## src/rtl/spi_master_multi.sv

```systemverilog
`default_nettype none
// +----------------------------------------------------------------------------+
// | Module      : spi_master_multi                                             |
// | Description : SPI master, NUM_SLAVES chip selects, all CPOL/CPHA modes,     |
// |               run-time SCLK divider. Optional SPI_LSB_FIRST_EN adds the     |
// |               lsb_first port for run-time bit-order selection.              |
// | Revision    : 1.0 - initial release                                        |
// +----------------------------------------------------------------------------+
module spi_master_multi #(
   parameter int NUM_SLAVES = 4,
   parameter int DATA_W     = 32,
   parameter int DVSR_W     = 4,
   localparam int SEL_W     = $clog2(NUM_SLAVES) | 1
) (
   input  logic                  clk,
   input  logic                  reset,
   input  logic                  start,
   input  logic [SEL_W-1:0]      slave_sel,
   input  logic                  cpol,
   input  logic                  cpha,
   input  logic [DVSR_W-1:0]     dvsr,
   input  logic [DATA_W-1:0]     tx_data,
`ifdef SPI_LSB_FIRST_EN
   input  logic                  lsb_first,
`endif
   output logic [DATA_W-1:0]     rx_data,
   output logic                  busy,
   output logic                  done,
   output logic                  sel_err,
   output logic                  sclk,
   output logic                  mosi,
   input  logic [NUM_SLAVES-1:0] miso,
   output logic [NUM_SLAVES-1:0] cs_n
);

   localparam int BIT_W = $clog2(DATA_W);

   typedef enum logic [1:0] {
      ST_IDLE  = 2'd0,
      ST_P0    = 2'd1,
      ST_P1    = 2'd2,
      ST_TRAIL = 2'd3
   } state_t;

   state_t              r_state, w_state_nxt;
   logic [DVSR_W-1:0]   r_cnt, w_cnt_nxt;
   logic [BIT_W-1:0]    r_bit, w_bit_nxt;
   logic [SEL_W-1:0]    r_sel, w_sel_nxt;
   logic                r_cpol, w_cpol_nxt;
   logic                r_cpha, w_cpha_nxt;
   logic [DVSR_W-1:0]   r_dvsr, w_dvsr_nxt;
   logic                r_lsb, w_lsb_nxt;
   logic [DATA_W-1:0]   r_txsh, w_txsh_nxt;
   logic [DATA_W-1:0]   r_rxsh, w_rxsh_nxt;
   logic [DATA_W-1:0]   r_rx, w_rx_nxt;
   logic                r_busy, w_busy_nxt;
   logic                r_done, w_done_nxt;
   logic                r_err, w_err_nxt;
   logic                r_sclk, w_sclk_nxt;
   logic                r_mosi, w_mosi_nxt;
   logic [NUM_SLAVES-1:0] r_cs_n, w_cs_n_nxt;

   logic                w_lsb_in;
   logic                w_sel_ok;
   logic                w_tick;
   logic                w_last;
   logic                w_miso_bit;
   logic [NUM_SLAVES-1:0] w_cs_dec;
   logic                w_in_first;
   logic [DATA_W-1:0]   w_in_shifted;
   logic                w_tx_first;
   logic [DATA_W-1:0]   w_tx_shifted;
   logic [DATA_W-1:0]   w_rx_shifted;

`ifdef SPI_LSB_FIRST_EN
   assign w_lsb_in = lsb_first;
`else
   assign w_lsb_in = 1'b0;
`endif

   assign w_sel_ok = ({1'b0, slave_sel} < (SEL_W+1)'(NUM_SLAVES));
   assign w_tick   = (r_cnt == '0);
   assign w_last   = (r_bit == BIT_W'(DATA_W - 1));

   // The first bit goes straight from tx_data when it must appear on the accept edge.
   assign w_in_first   = w_lsb_in ? tx_data[0] : tx_data[DATA_W-1];
   assign w_in_shifted = w_lsb_in ? (tx_data >> 1) : (tx_data << 1);
   assign w_tx_first   = r_lsb ? r_txsh[0] : r_txsh[DATA_W-1];
   assign w_tx_shifted = r_lsb ? (r_txsh >> 1) : (r_txsh << 1);
   assign w_rx_shifted = r_lsb ? {w_miso_bit, r_rxsh[DATA_W-1:1]}
                               : {r_rxsh[DATA_W-2:0], w_miso_bit};

   always_comb begin
      w_miso_bit = 1'b0;
      w_cs_dec   = '1;
      for (int i = 0; i < NUM_SLAVES; i++) begin
         if (r_sel == SEL_W'(i)) w_miso_bit = miso[i];
         if (slave_sel == SEL_W'(i)) w_cs_dec[i] = 1'b0;
      end
   end

   always_comb begin
      w_state_nxt = r_state;
      w_cnt_nxt   = r_cnt;
      w_bit_nxt   = r_bit;
      w_sel_nxt   = r_sel;
      w_cpol_nxt  = r_cpol;
      w_cpha_nxt  = r_cpha;
      w_dvsr_nxt  = r_dvsr;
      w_lsb_nxt   = r_lsb;
      w_txsh_nxt  = r_txsh;
      w_rxsh_nxt  = r_rxsh;
      w_rx_nxt    = r_rx;
      w_busy_nxt  = r_busy;
      w_done_nxt  = 1'b0;
      w_err_nxt   = 1'b0;
      w_sclk_nxt  = r_sclk;
      w_mosi_nxt  = r_mosi;
      w_cs_n_nxt  = r_cs_n;

      case (r_state)
         ST_IDLE: begin
            w_sclk_nxt = cpol;
            w_mosi_nxt = 1'b0;
            w_busy_nxt = 1'b0;
            w_cs_n_nxt = '1;
            if (start) begin
               if (w_sel_ok) begin
                  w_state_nxt = ST_P0;
                  w_cnt_nxt   = dvsr;
                  w_bit_nxt   = '0;
                  w_sel_nxt   = slave_sel;
                  w_cpol_nxt  = cpol;
                  w_cpha_nxt  = cpha;
                  w_dvsr_nxt  = dvsr;
                  w_lsb_nxt   = w_lsb_in;
                  w_rxsh_nxt  = '0;
                  w_busy_nxt  = 1'b1;
                  w_cs_n_nxt  = w_cs_dec;
                  if (!cpha) begin
                     w_mosi_nxt = w_in_first;
                     w_txsh_nxt = w_in_shifted;
                  end else begin
                     w_txsh_nxt = tx_data;
                  end
               end else begin
                  w_err_nxt = 1'b1;
               end
            end
         end

         ST_P0: begin
            if (w_tick) begin
               w_state_nxt = ST_P1;
               w_cnt_nxt   = r_dvsr;
               w_sclk_nxt  = ~r_cpol;
               if (!r_cpha) begin
                  w_rxsh_nxt = w_rx_shifted;
               end else begin
                  w_mosi_nxt = w_tx_first;
                  w_txsh_nxt = w_tx_shifted;
               end
            end else begin
               w_cnt_nxt = r_cnt - 1'b1;
            end
         end

         ST_P1: begin
            if (w_tick) begin
               w_cnt_nxt  = r_dvsr;
               w_sclk_nxt = r_cpol;
               if (r_cpha) w_rxsh_nxt = w_rx_shifted;
               if (w_last) begin
                  w_state_nxt = ST_TRAIL;
               end else begin
                  w_state_nxt = ST_P0;
                  w_bit_nxt   = r_bit + 1'b1;
                  if (!r_cpha) begin
                     w_mosi_nxt = w_tx_first;
                     w_txsh_nxt = w_tx_shifted;
                  end
               end
            end else begin
               w_cnt_nxt = r_cnt - 1'b1;
            end
         end

         ST_TRAIL: begin
            if (w_tick) begin
               w_state_nxt = ST_IDLE;
               w_cs_n_nxt  = '1;
               w_busy_nxt  = 1'b0;
               w_done_nxt  = 1'b1;
               w_rx_nxt    = r_rxsh;
               w_mosi_nxt  = 1'b0;
            end else begin
               w_cnt_nxt = r_cnt - 1'b1;
            end
         end

         default: w_state_nxt = ST_IDLE;
      endcase
   end

   always_ff @(posedge clk) begin
      if (reset) begin
         r_state <= ST_IDLE;
         r_cnt   <= '0;
         r_bit   <= '0;
         r_sel   <= '0;
         r_cpol  <= 1'b0;
         r_cpha  <= 1'b0;
         r_dvsr  <= '0;
         r_lsb   <= 1'b0;
         r_txsh  <= '0;
         r_rxsh  <= '0;
         r_rx    <= '0;
         r_busy  <= 1'b0;
         r_done  <= 1'b0;
         r_err   <= 1'b0;
         r_sclk  <= 1'b0;
         r_mosi  <= 1'b0;
         r_cs_n  <= '1;
      end else begin
         r_state <= w_state_nxt;
         r_cnt   <= w_cnt_nxt;
         r_bit   <= w_bit_nxt;
         r_sel   <= w_sel_nxt;
         r_cpol  <= w_cpol_nxt;
         r_cpha  <= w_cpha_nxt;
         r_dvsr  <= w_dvsr_nxt;
         r_lsb   <= w_lsb_nxt;
         r_txsh  <= w_txsh_nxt;
         r_rxsh  <= w_rxsh_nxt;
         r_rx    <= w_rx_nxt;
         r_busy  <= w_busy_nxt;
         r_done  <= w_done_nxt;
         r_err   <= w_err_nxt;
         r_sclk  <= w_sclk_nxt;
         r_mosi  <= w_mosi_nxt;
         r_cs_n  <= w_cs_n_nxt;
      end
   end

   assign rx_data = r_rx;
   assign busy    = r_busy;
   assign done    = r_done;
   assign sel_err = r_err;
   assign sclk    = r_sclk;
   assign mosi    = r_mosi;
   assign cs_n    = r_cs_n;

endmodule
`default_nettype wire

```

## config.mk

```make
export PLATFORM = sky130hd
export DESIGN_NAME = spi_master_multi
export DESIGN_NICKNAME = d
export VERILOG_FILES = /design/src/rtl/spi_master_multi.sv
export SDC_FILE = /design/constraint.sdc
export NUM_CORES = 1
export LEC_CHECK = 0
export CAP_MARGIN = 20
export CORE_ASPECT_RATIO = 1.4
export CORE_MARGIN = 5
export CORE_UTILIZATION = 40
export DETAILED_ROUTE_END_ITERATION = 8
export DONT_BUFFER_PORTS = 1
export HOLD_SLACK_MARGIN = 0.02
export PLACE_DENSITY = 0.54
export SYNTH_ARGS = -nofsm -noshare
export SYNTH_HDL_FRONTEND = slang
export SYNTH_SLANG_ARGS = --single-unit
```

## constraint.sdc

```tcl
create_clock -name clk -period 2.29 [get_ports clk]
set_clock_uncertainty 0.05 [all_clocks]
set_input_delay 0.3435 -clock clk [delete_from_list [all_inputs] [get_ports clk]]
set_output_delay 0.3435 -clock clk [all_outputs]
set_load 0.02 [all_outputs]
```

## Word-level counts from Yosys, hierarchy flattened

Cells that the tools add are included.

- Add/sub/neg operators: 2
- $lt $le $gt $ge: 1
- Eq/ne operators: 21
- Mux-type cells: 63
- Bitwise operators: 4
- Reduce and logical (&&, ||, !) cells: 20

Operators by type and width:

| kind | count |
|---|---|
| 2-to-1 mux 32 bit | 14 |
| case mux 32 bit (3 select lines) | 2 |
| 2-to-1 mux 4 bit | 7 |
| 2-to-1 mux 1 bit | 23 |
| != test 2 bit, second input constant | 11 |
| 2-to-1 mux 5 bit | 4 |
| == test 3 x 2 -> 1 bit, second input constant | 4 |
| 2-to-1 mux 2 bit | 6 |
| case mux 4 bit (3 select lines) | 1 |
| case mux 5 bit (2 select lines) | 1 |
| AND reduction 5 bit | 2 |
| AND reduction 3 bit | 3 |
| case mux 2 bit (4 select lines) | 1 |
| case mux 4 bit (2 select lines) | 1 |
| AND reduction 8 bit | 1 |
| AND reduction 7 bit | 1 |
| == test 3 x 1 -> 1 bit, second input constant | 2 |
| logical NOT 3 bit | 2 |
| AND reduction 6 bit | 1 |
| adder 5 x 1 -> 5 bit, second input constant | 1 |
| == test 5 bit, second input constant | 1 |
| == test 2 bit, second input constant | 2 |
| logical NOT 4 bit | 1 |
| NOT 1 bit | 4 |
| other kinds (12) | 15 |

- Bits in registers: 125
- Input port bits: 48
- Output and inout port bits: 41
- Logic and storage cells: 127

## Longest topological paths before layout

Gate-level depths: netlist of run 1.

- Depth after elaboration: 8
- Mapped depth: 9
- Mapped depth without buffers: 7

## Worst setup path before layout of run 1

No wires, ideal clock.

- Kind: register to register
- Start point: reg r_cnt[0]
- End point: reg r_txsh[10]
- Library setup time: 0.120 ns
- Arrival: 2.133 ns
- Data required time: 2.120 ns
- Slack: -0.013 ns
- Stages on the path, launching flop included: 10
- Buffers on the path: 3
- Period minus slack after synthesis: 2.303 ns
- Cell sequence: dfxtp_1 > inv_1 > ha_1 > or3b_1 > buf_2 > or4_4 > a31o_1 > buf_6 > buf_6 > mux2i_1

- Word-level cells in the longest chain between the ends: 3

RTL lines:

| element | RTL line | text |
|---|---|---|
| start: declaration | 46 | `logic [DVSR_W-1:0] r_cnt, w_cnt_nxt;` |
| start signal: assignment | 226 | `r_cnt <= w_cnt_nxt;` |
| logical NOT 4 bit * | 82 | `assign w_tick = (r_cnt == '0);` |
| != test 2 bit (no source line) | - |  |
| AND reduction 8 bit (no source line) * | - |  |
| end signal: assignment | 233 | `r_txsh <= w_txsh_nxt;` |
| end: declaration | 53 | `logic [DATA_W-1:0] r_txsh, w_txsh_nxt;` |

Every way passes the cells marked *; elsewhere a longest branch is shown, timed or not.
A chain may end at the register's enable or synchronous reset.

## Worst setup path in the final report of run 1

- Start point: reg r_bit[0]
- End point: reg r_txsh[19]

- Word-level cells in the longest chain between the ends: 3

RTL lines:

| element | RTL line | text |
|---|---|---|
| start: declaration | 47 | `logic [BIT_W-1:0] r_bit, w_bit_nxt;` |
| start signal: assignment | 227 | `r_bit <= w_bit_nxt;` |
| == test 5 bit | 83 | `assign w_last = (r_bit == BIT_W'(DATA_W - 1));` |
| != test 2 bit (no source line) | - |  |
| AND reduction 8 bit (no source line) | - |  |

Every way passes these cells.

==> results.tsv, run 1 <==
stage	metric	value	unit
critical_path	cell family with most CP delay	simple AND/OR/NAND/NOR gates	
detailed_routing	Routed WL	14900	um
synthesis	Post-synth EDFFs	0	
critical_path	Crit Path Class	reg -> reg	
final_layout	Fillers	1483	
synthesis	Gate Count Post-Synth	728	
critical_path	reg2reg end	r_txsh[19]	
synthesis	sequential cell area fraction in the yosys report	0.427	
grt	vias in the first global route	4739	
grt	largest net degree at the start of global routing	86	
clock_network	TritonCTS clock tree	built	
final_layout	footprint of the multi-input gates	0.00313	mm^2
clock_network	Clock Latency Late Sink	410	ps
floorplan	core box area	0.0144	mm^2
timing	Final setup viols	0	
timing	Rel. slew slack	0.625	
floorplan	Die Y-Extent	153	um
synthesis	cell area after synthesis	0.00587	mm^2
synthesis	Unique masters post-synth	50	
timing	fin worst setup slack	56.7	ps
critical_path	crit-path max FO	15	
placement	PortBufs	0	
power	leak pwr	0.00258	uW
synthesis	Main synth FF type	dfxtp_1	
critical_path	crit path buf inv count	1	
detailed_routing	DR DRC count	0	
critical_path	crit start category	flop	
timing	Final period util	0.975	
synthesis	register bit total from synthesis	125	
synthesis	Net Count, Synth	785	
hold_path	worst hold path class	in -> reg	
placement	Setup WS pre-CTS	-13.6	ps
final_layout	Seq. cell area	0.00250	mm^2
critical_path	Setup crit end kind	flop	
critical_path	CP cell instances	ha_1 > and3_1 > ha_2 > or4_4 > a31o_4 > clkbuf_16 > mux2i_1	
detailed_routing	iteration count of the initial detailed-routing pass	6	
clock_network	CTS Sinks	125	
detailed_routing	Vias	5089	
clock_network	root buf cell	clkbuf_16	
synthesis	Synth top area share	0.427	
clock_network	H-tree depth	4	
final_layout	final cell utilization of the core	0.479	
placement	HPWL Detailed	9890	um
synthesis	syn avg cell area	8.06	um^2
detailed_routing	drt first-iter violations	280	
timing	Final Hold Vio Count	0	
final_layout	share of cells above drive strength 1	0.118	
critical_path	R2R depth	7	
critical_path	reg-to-reg startpoint	r_bit[0]	
critical_path	slowest CP cell	or4_4	
grt	first-pass GRT wire length	23600	um
synthesis	Post-synth top cells	nand2_1 (174), dfxtp_1 (125), a21oi_1 (78)	
synthesis	Synth Warn #	0	
clock_network	CTS Buf Count	17	
clock_network	Clock transition at path regs	60	ps
timing	unrepaired setup endpoints after global routing	yes	
grt	initial antenna violation count	0	
final_layout	Final Instance Area	0.00692	mm^2
grt	Congestion Overflow GR	0	
detailed_routing	DR vias/cell	5.54	
floorplan	DIE WIDTH	112	um
critical_path	Worst setup endpoint	r_txsh[19]	
run_status	outcome	completed	
synthesis	count leader, synth	nand2_1	
timing	Final Critical Period	2230	ps
detailed_routing	DRT antenna net count	0	
final_layout	post-layout net count	775	
grt	GRT Util Overall	0.166	
timing	Worst-Margin Slew	556	ps
floorplan	num rows	52	
critical_path	CP max stage delay	530	ps
final_layout	non-filler cells, final	919	
critical_path	register-to-register setup slack	60	ps
final_layout	synthesis-to-layout area growth	17.9	%
critical_path	Crit path required time	2530	ps
hold_path	worst hold path depth	2	
detailed_routing	WL/cell	16.2	um
placement	GP Congestion	0.838	
critical_path	arrival time worst endpoint	2480	ps
power	PwrDens	1310	mW/mm^2
timing	achievable frequency	448	MHz
critical_path	Worst Setup SP	r_bit[0]	
clock_network	CTS Buffer Depth	2	
synthesis	synth top area cells	dfxtp_1 (43%), mux2i_1 (12%), nand2_1 (11%)	
synthesis	asr flop ratio synth	0	
power	maximum VDD drop	1060	uV
critical_path	CP Depth	7	
floorplan	initial core utilization	0.406	
floorplan	die area	0.0172	mm^2
synthesis	largest area contributor in the netlist	dfxtp_1	
placement	Placed Cells	880	
placement	placed inst area	0.00611	mm^2
job	maxcap violations	0	
floorplan	I/O pins	89	
final_layout	ANT cells	0	
timing	count of final max-slew check failures	0	
[cell type report]
type                            instances  area share
Inverter                               12     0.00651
Clock buffer                           19      0.0655
Multi-Input combinational cell        527       0.453
Tap cell                              189      0.0342
Clock inverter                         12      0.0232
Sequential cell                       125       0.362
Timing Repair Buffer                   35      0.0557
[registers in the layout (all words and copies together) (netlist names), 2 cells and up]
register  count
r_bit         5
r_cnt         4
r_rxsh       32
cs_n          4
r_txsh       32
r_sel         3
r_dvsr        4
rx_data      32
r_state       2
[repair_timing]
item,in CTS,in global routing
setup endpoints to repair,1,62
buffers inserted,0,3
hold endpoints to repair,85,0
gates cloned,0,2
resized for setup,1,14
pin swaps,0,3
hold buffers,3,0
[worst reg2reg max path: stages (launching register included)]
cell and delay, ps:
dfxtp_1 330, ha_1 210, and3_1 190, ha_2 200
or4_4 530, a31o_4 300, clkbuf_16 200, mux2i_1 130
[routing by layer]
layer | vias up | share of wire | GRT usage
met4 | 0 | 0.014 | 0.0573
li1 | 2528 | - | -
met2 | 117 | 0.51 | 0.278
met3 | 11 | 0.071 | 0.0601
met1 | 2433 | 0.41 | 0.197
met5 | - | 0 | 0
[report_power, final]
| part | internal [uW] | leakage (uW) | switching (uW) | total, uW |
|---|---|---|---|---|
| registers | 2490 | 0.00101 | 229 | 2720 |
| logic | 1460 | 0.00126 | 2130 | 3590 |
| clock network | 1770 | 0.000300 | 994 | 2770 |
| total | 5730 | 0.00258 | 3350 | 9080 |
[how the worst min path moves through the flow]
stage / startpoint / end / slack [ps]
after floorplan: r_rxsh[31] / rx_data[31] / 380
after global placement: reset / rx_data[8] / 370
after detailed placement: reset / rx_data[8] / 370
after CTS: cpol / r_cpol / 30
after global routing: slave_sel[1] / r_sel[1] / 40
final: cpol / r_cpol / 40
[through the flow]
step | hold slack [ps] | TNS (ps) | power [uW]
final | 36.5 | 0 | 9080
after global routing | 35.7 | -170 | 9640
after CTS | 27.4 | 0 | 8780
after detailed placement | 373 | -13.6 | 5940
after global placement | 372 | 0 | 5860
after floorplan | 378 | 0 | 5100
[cells by family after synthesis]
group                      Yosys count  share of synthesized area
DFF                                125                      0.427
and+or+nand+nor                    266                      0.206
AOI/OAI and AO/OA                  181                      0.170
adders and majority gates            9                     0.0192
muxes                               71                      0.124
buffers and inverters               76                     0.0555
[cell usage in the layout, fill, tap and decap left out, types with 4 or more instances in the layout]
cell type / Yosys / routed
nor3_1: 6 / 6
buf_12: 0 / 5
o21ai_0: 74 / 72
dfxtp_1: 125 / 124
nor2_1: 18 / 17
a31oi_1: 4 / 4
buf_4: 0 / 25
a21oi_1: 78 / 77
nand2_1: 174 / 174
nand4_1: 35 / 35
nand3_1: 9 / 9
inv_1: 11 / 11
mux2i_1: 69 / 68
ha_1: 9 / 6
clkbuf_16: 0 / 19
Power figures use the tool's default switching activity.
==> run 2: changes to the inputs <==
CORE_ASPECT_RATIO = default   (was 1.4)
CTS_CLUSTER_SIZE = 28   (was default)
SETUP_SLACK_MARGIN = 0.5   (was default)
==> run 2 against run 1 <==
Compared with the run above:
- the run now ends with hold timing left
- wire length grew 13%
- non-clock buffer count rose by 21
- first-iteration DRC count up 41%
- global-route usage rose by 2.8 points
- fmax increased by 2.3%
- power increased by 18%
- critical path depth unchanged
==> results.tsv, run 2 (synthesis gave the netlist of run 1 again) <==
stage	metric	value	unit	change
run_status	outcome	finished, violations left		
run_status	violated checks	hold timing		
timing	unrepaired setup endpoints after global routing	yes		
clock_network	Hold Buf Count CTS	1		-2
critical_path	R2R depth	7		unchanged
final_layout	synthesis-to-layout area growth	28.7	%	
floorplan	I/O pins	89		unchanged
job	maxcap violations	0		unchanged
critical_path	crit-path max FO	8		-7
timing	Worst-Margin Slew	609	ps	+53.2 ps
critical_path	CP Depth	7		unchanged
floorplan	die area	0.0172	mm^2	-0.20%
final_layout	final cell utilization of the core	0.521		+0.0424
hold_path	worst hold path class	in -> reg		
final_layout	commonest non-fill, non-tap cell in the layout	nand2_1		
power	PwrDens	1410	mW/mm^2	+7.8%
floorplan	Die Y-Extent	131	um	-14%
placement	HPWL Detailed	9520	um	-3.8%
final_layout	commonest non-fill, non-tap cells in the layout	nand2_1 (173), dfxtp_1 (120), mux2i_1 (67)		
detailed_routing	DRT antenna net count	0		unchanged
final_layout	Seq. cell area	0.00251	mm^2	+0.30%
clock_network	TritonCTS clock tree	built		
clock_network	CTS Buffer Depth	2		unchanged
clock_network	CTS Sinks	125		unchanged
critical_path	CP cell instances	inv_2 > ha_4 > or3b_4 > or4_4 > a31o_4 > buf_12 > mux2i_2		
grt	first-pass GRT wire length	26100	um	+10%
clock_network	CTS Buf Count	17		unchanged
clock_network	Clock transition at path regs	60	ps	about the same
detailed_routing	Routed WL	16800	um	+13%
detailed_routing	drt first-iter violations	396		+41%
critical_path	Setup crit end kind	flop		
detailed_routing	DR vias/cell	5.68		+2.6%
floorplan	num rows	44		-15%
timing	Final period util	0.954		-0.0217
timing	setup TNS	0	ps	unchanged
clock_network	Clock Latency Late Sink	420	ps	about the same
detailed_routing	DR DRC count	0		unchanged
grt	GRT Util Overall	0.194		+0.0278
critical_path	crit path buf inv count	2		+1
timing	Rel. slew slack	0.593		-0.0321
critical_path	CP max stage delay	460	ps	-70 ps
power	maximum VDD drop	870	uV	-18%
floorplan	initial core utilization	0.405		-0.000983
timing	Final Critical Period	2180	ps	-49.6 ps
timing	Final Hold Vio Count	14		+14
critical_path	register-to-register setup slack	110	ps	+50 ps
grt	initial antenna violation count	1		+1
final_layout	post-layout net count	799		+3.1%
clock_network	H-tree depth	4		unchanged
final_layout	Fillers	1354		-8.7%
detailed_routing	iteration count of the initial detailed-routing pass	6		unchanged
clock_network	root buf cell	clkbuf_16		
timing	Final setup viols	0		unchanged
floorplan	DIE WIDTH	131	um	+17%
critical_path	arrival time worst endpoint	2470	ps	about the same
final_layout	ANT cells	0		unchanged
placement	PortBufs	0		unchanged
critical_path	reg2reg end	r_txsh[11]		
timing	achievable frequency	458	MHz	+2.3%
critical_path	Crit Path Class	reg -> reg		
timing	count of final max-slew check failures	0		unchanged
grt	Congestion Overflow GR	0		unchanged
hold_path	Worst Hold End	r_dvsr[0]		
critical_path	crit start category	flop		
critical_path	reg-to-reg startpoint	r_cnt[0]		
critical_path	Crit path required time	2580	ps	+50 ps
floorplan	core box area	0.0145	mm^2	+0.24%
timing	hold slack	-55.0	ps	-91.5 ps
final_layout	footprint of the multi-input gates	0.00344	mm^2	+9.7%
final_layout	share of cells above drive strength 1	0.208		+0.0901
power	leak pwr	0.00280	uW	+8.4%
critical_path	slowest CP cell	or4_4		
hold_path	HP Start	reset		
detailed_routing	Vias	5333		+4.8%
placement	GP Congestion	0.808		-3.6%
detailed_routing	WL/cell	17.9	um	+10%
hold_path	worst hold path depth	1		-1
grt	vias in the first global route	4979		+5.1%
grt	largest net degree at the start of global routing	89		+3.5%
critical_path	cell family with most CP delay	simple AND/OR/NAND/NOR gates		
-- run 2: cell count changes in the layout (fill, tap and decap cells not counted), sizes merged --
cell / change
buf: +24
dlygate4sd3: -1
o221a: +3
bufinv: +2
clkbuf: -3
-- run 2: repair_timing --
item	in CTS	in global routing
pin swaps	63	11
gates cloned	9	0
buffers inserted	22	6
endpoints found under the setup margin	106	112
resized for setup	57	44
endpoints found under the hold margin	85	84
-- run 2: metal layers --
metal / vias to the layer above / part of all wire / global-route usage
li1: 2600 / - / -
met1: 2568 / 0.43 / 0.244
met2: 138 / 0.47 / 0.297
met3: 25 / 0.086 / 0.0956
met4: 2 / 0.017 / 0.0520
met5: - / 0.00077 / 0
-- run 2: layout make-up --
| cell class | instances | area share |
|---|---|---|
| multi-input combinational | 530 | 0.455 |
| clock inverter | 14 | 0.0282 |
| sequential | 125 | 0.333 |
| timing repair buffer | 56 | 0.0905 |
| tap | 184 | 0.0305 |
| inverter | 12 | 0.00597 |
| clock buffer | 18 | 0.0569 |
-- run 2: worst max path at each step --
stage	from	endpoint
final	r_cnt[0]	r_txsh[11]
after global routing	r_cnt[0]	r_txsh[11]
after CTS	r_bit[1]	r_txsh[27]
after detailed placement	r_bit[1]	r_bit[3]
after global placement	r_cnt[1]	r_txsh[14]
after floorplan	r_cnt[1]	r_txsh[13]
-- run 2: report_power, final --
| group | total (uW) | switching, uW | internal [uW] | leakage (uW) |
|---|---|---|---|---|
| logic | 5000 | 2670 | 2330 | 0.00146 |
| registers | 2730 | 235 | 2490 | 0.00102 |
| clock network | 2950 | 1020 | 1930 | 0.000315 |
-- run 2: through the flow --
stage	instance area (um^2)	std cells	power, uW	setup WS (ps)	hold WS, ps
after floorplan	5940	728	5220	79.8	378
after global placement	6100	869	5850	151	369
after detailed placement	6100	869	5920	73.2	372
after CTS	7330	933	10300	189	-76.8
after global routing	7550	939	11200	63.3	-80.1
final	7550	939	10700	106	-55.0
==> run 3: changes to the inputs <==
CELL_PAD_IN_SITES_DETAIL_PLACEMENT = 0   (was default)
CELL_PAD_IN_SITES_GLOBAL_PLACEMENT = 1   (was default)
PLACE_DENSITY = 0.7   (was 0.54)
==> run 3 against run 2 <==
Compared with the run above:
- the flow still finishes with violations (hold timing)
- cell count rose by 1.1%
- critical path depth did not move
- clock-buffer cell count rose by 2
- global-route usage rose by 0.45 points
- non-clock buffer count rose by 12
- wire length rose by 2.7%
- die area did not move
- sequential power barely moved
- combinational power rose by 5.4%
- clock power fell by 16%
- register-to-register slack improved by 30 ps
- critical endpoint is now r_txsh[20]
- flip-flop and latch count did not move
==> results.tsv, run 3 (synthesis gave the netlist of run 1 again) <==
stage	metric	value	unit	change
clock_network	Clock transition at path regs	60	ps	about the same
critical_path	CP max stage delay	440	ps	-20 ps
grt	GRT Max-Usage Layer	met2		
critical_path	crit path buf inv count	2		unchanged
power	Int Pwr	6500	uW	-3.8%
clock_network	Hold Buf Count CTS	1		unchanged
clock_network	CTS Buffer Depth	2		unchanged
final_layout	ANT cells	0		unchanged
grt	met2 usage	0.315		+0.0179
detailed_routing	WL/cell	18.2	um	+1.6%
timing	count of final max-slew check failures	0		unchanged
critical_path	crit start category	flop		
critical_path	CP Depth	7		unchanged
critical_path	CP cell instances	inv_2 > ha_4 > or3b_4 > or4_4 > a31o_4 > buf_12 > mux2i_2		
critical_path	Worst Setup SP	r_cnt[1]		
critical_path	crit-path max FO	8		unchanged
detailed_routing	DRT antenna net count	0		unchanged
grt	met1 Use GR	0.244		-0.000673
timing	hold slack	-46.6	ps	+8.41 ps
final_layout	footprint of the multi-input gates	0.00351	mm^2	+2.0%
timing	achievable frequency	465	MHz	+1.5%
final_layout	commonest non-fill, non-tap cell in the layout	nand2_1		
clock_network	Clock Latency Late Sink	410	ps	about the same
floorplan	initial core utilization	0.405		unchanged
critical_path	reg2reg end	r_txsh[20]		
final_layout	post-layout net count	811		+1.5%
critical_path	Setup crit end kind	flop		
critical_path	cell family with most CP delay	simple AND/OR/NAND/NOR gates		
grt	first-pass GRT wire length	26600	um	+2.0%
placement	HPWL Detailed	9470	um	-0.48%
clock_network	H-tree depth	4		unchanged
final_layout	Fillers	1385		+2.3%
grt	vias in the first global route	5113		+2.7%
placement	GP Congestion	0.823		+1.8%
power	Gate power share	0.504		+0.036
grt	met3 Resource Use GR	0.0733		-0.0223
timing	Final period util	0.940		-0.0141
clock_network	CTS Buf Count	17		unchanged
clock_network	CTS Sinks	125		unchanged
power	leak pwr	0.00282	uW	+0.94%
power	maximum VDD drop	683	uV	-21%
power	NetSw	3960	uW	+0.90%
floorplan	core box area	0.0145	mm^2	unchanged
critical_path	register-to-register setup slack	140	ps	+30 ps
final_layout	Seq. cell area	0.00251	mm^2	unchanged
critical_path	arrival time worst endpoint	2400	ps	-70 ps
timing	unrepaired setup endpoints after global routing	yes		
power	PwrDens	1360	mW/mm^2	-3.8%
grt	GRT Util Overall	0.199		+0.00448
critical_path	Worst setup endpoint	r_txsh[20]		
run_status	violated checks	hold timing		
critical_path	reg-to-reg startpoint	r_cnt[1]		
clock_network	root buf cell	clkbuf_16		
final_layout	commonest non-fill, non-tap cells in the layout	nand2_1 (159), dfxtp_1 (120), mux2i_1 (67)		
grt	initial antenna violation count	0		-1
run_status	outcome	finished, violations left		
final_layout	share of cells above drive strength 1	0.252		+0.0443
placement	PortBufs	0		unchanged
timing	Final setup viols	0		unchanged
power	sequential power share	0.260		+0.004
floorplan	die area	0.0172	mm^2	unchanged
detailed_routing	DR DRC count	0		unchanged
floorplan	num rows	44		unchanged
final_layout	synthesis-to-layout area growth	30.9	%	
detailed_routing	DR vias/cell	5.60		-1.3%
detailed_routing	Vias	5318		-0.28%
critical_path	slowest CP cell	or4_4		
detailed_routing	Routed WL	17200	um	+2.7%
timing	setup TNS	0	ps	unchanged
floorplan	Die Y-Extent	131	um	unchanged
timing	Final Critical Period	2150	ps	-32.2 ps
power	Clk pwr share	0.236		-0.040
floorplan	I/O pins	89		unchanged
critical_path	R2R depth	7		unchanged
timing	Worst-Margin Slew	680	ps	+70.3 ps
critical_path	Crit path required time	2540	ps	-40 ps
detailed_routing	iteration count of the initial detailed-routing pass	4		-2
timing	Rel. slew slack	0.546		-0.0470
floorplan	DIE WIDTH	131	um	unchanged
timing	Final Hold Vio Count	15		+1
job	maxcap violations	0		unchanged
grt	largest net degree at the start of global routing	89		unchanged
clock_network	TritonCTS clock tree	built		
critical_path	Crit Path Class	reg -> reg		
detailed_routing	drt first-iter violations	347		-12%
power	Sw Share	0.378		+0.0112
hold_path	worst hold path class	in -> reg		
grt	Congestion Overflow GR	0		unchanged
## run 3: cell types whose count changed in the layout (fill, tap and decap cells not counted), moves of 4 or more
cell	previous run	this run
bufinv_16	5	1
buf_4	28	35
o21ai_0	55	50
clkinvlp_4	1	5
a21oi_2	16	26
a21oi_1	62	51
nand2_2	1	15
nand2_1	173	159
## run 3: worst min-delay path by stage
| stage | startpoint | to | slack (ps) | depth (start not counted) |
|---|---|---|---|---|
| final | reset | r_dvsr[0] | -50 | 1 |
| after global routing | reset | r_bit[0] | -70 | 1 |
| after CTS | reset | r_dvsr[0] | -70 | 1 |
| after detailed placement | reset | r_dvsr[0] | 370 | 1 |
| after global placement | reset | r_dvsr[0] | 370 | 1 |
| after floorplan | r_rxsh[31] | rx_data[31] | 380 | 2 |
## run 3: timing repair
item / 4_1_cts / 5_1_grt
endpoints found under the hold margin: 85 / 85
gates cloned: 9 / 3
gates resized for setup: 64 / 74
buffers inserted: 22 / 16
endpoints found under the setup margin: 82 / 122
pin swaps: 67 / 29
## run 3: cell type report
class	count	area share
multi-input combinational	530	0.457
clock buffer	20	0.0582
inverter	12	0.00635
clock inverter	10	0.0121
sequential	125	0.327
tap	184	0.0300
timing repair buffer	68	0.110
## run 3: through the flow
step	instance area, um^2	total power [uW]	setup slack [ps]	utilization	std cells
after global routing	7680	11000	86.7	0.530	949
after floorplan	5940	5220	79.8	-	728
final	7680	10500	138	0.530	949
after CTS	7230	9780	158	0.499	931
after detailed placement	6100	5920	82.1	0.422	869
after global placement	6100	5870	156	0.422	869
## run 3: power by group through the flow
stage	sequential [uW]	clock (uW)	combinational [uW]
floorplan	2690	0	2530
global placement	2740	0	3130
detailed placement	2750	0	3170
CTS	2710	2530	4540
global route	2750	2630	5610
finish	2720	2470	5270
## run 3: metal layers
layer / vias up / share of wire
met5: - / 0
met4: 0 / 0.019
met3: 26 / 0.074
met2: 148 / 0.49
met1: 2517 / 0.42
li1: 2627 / -
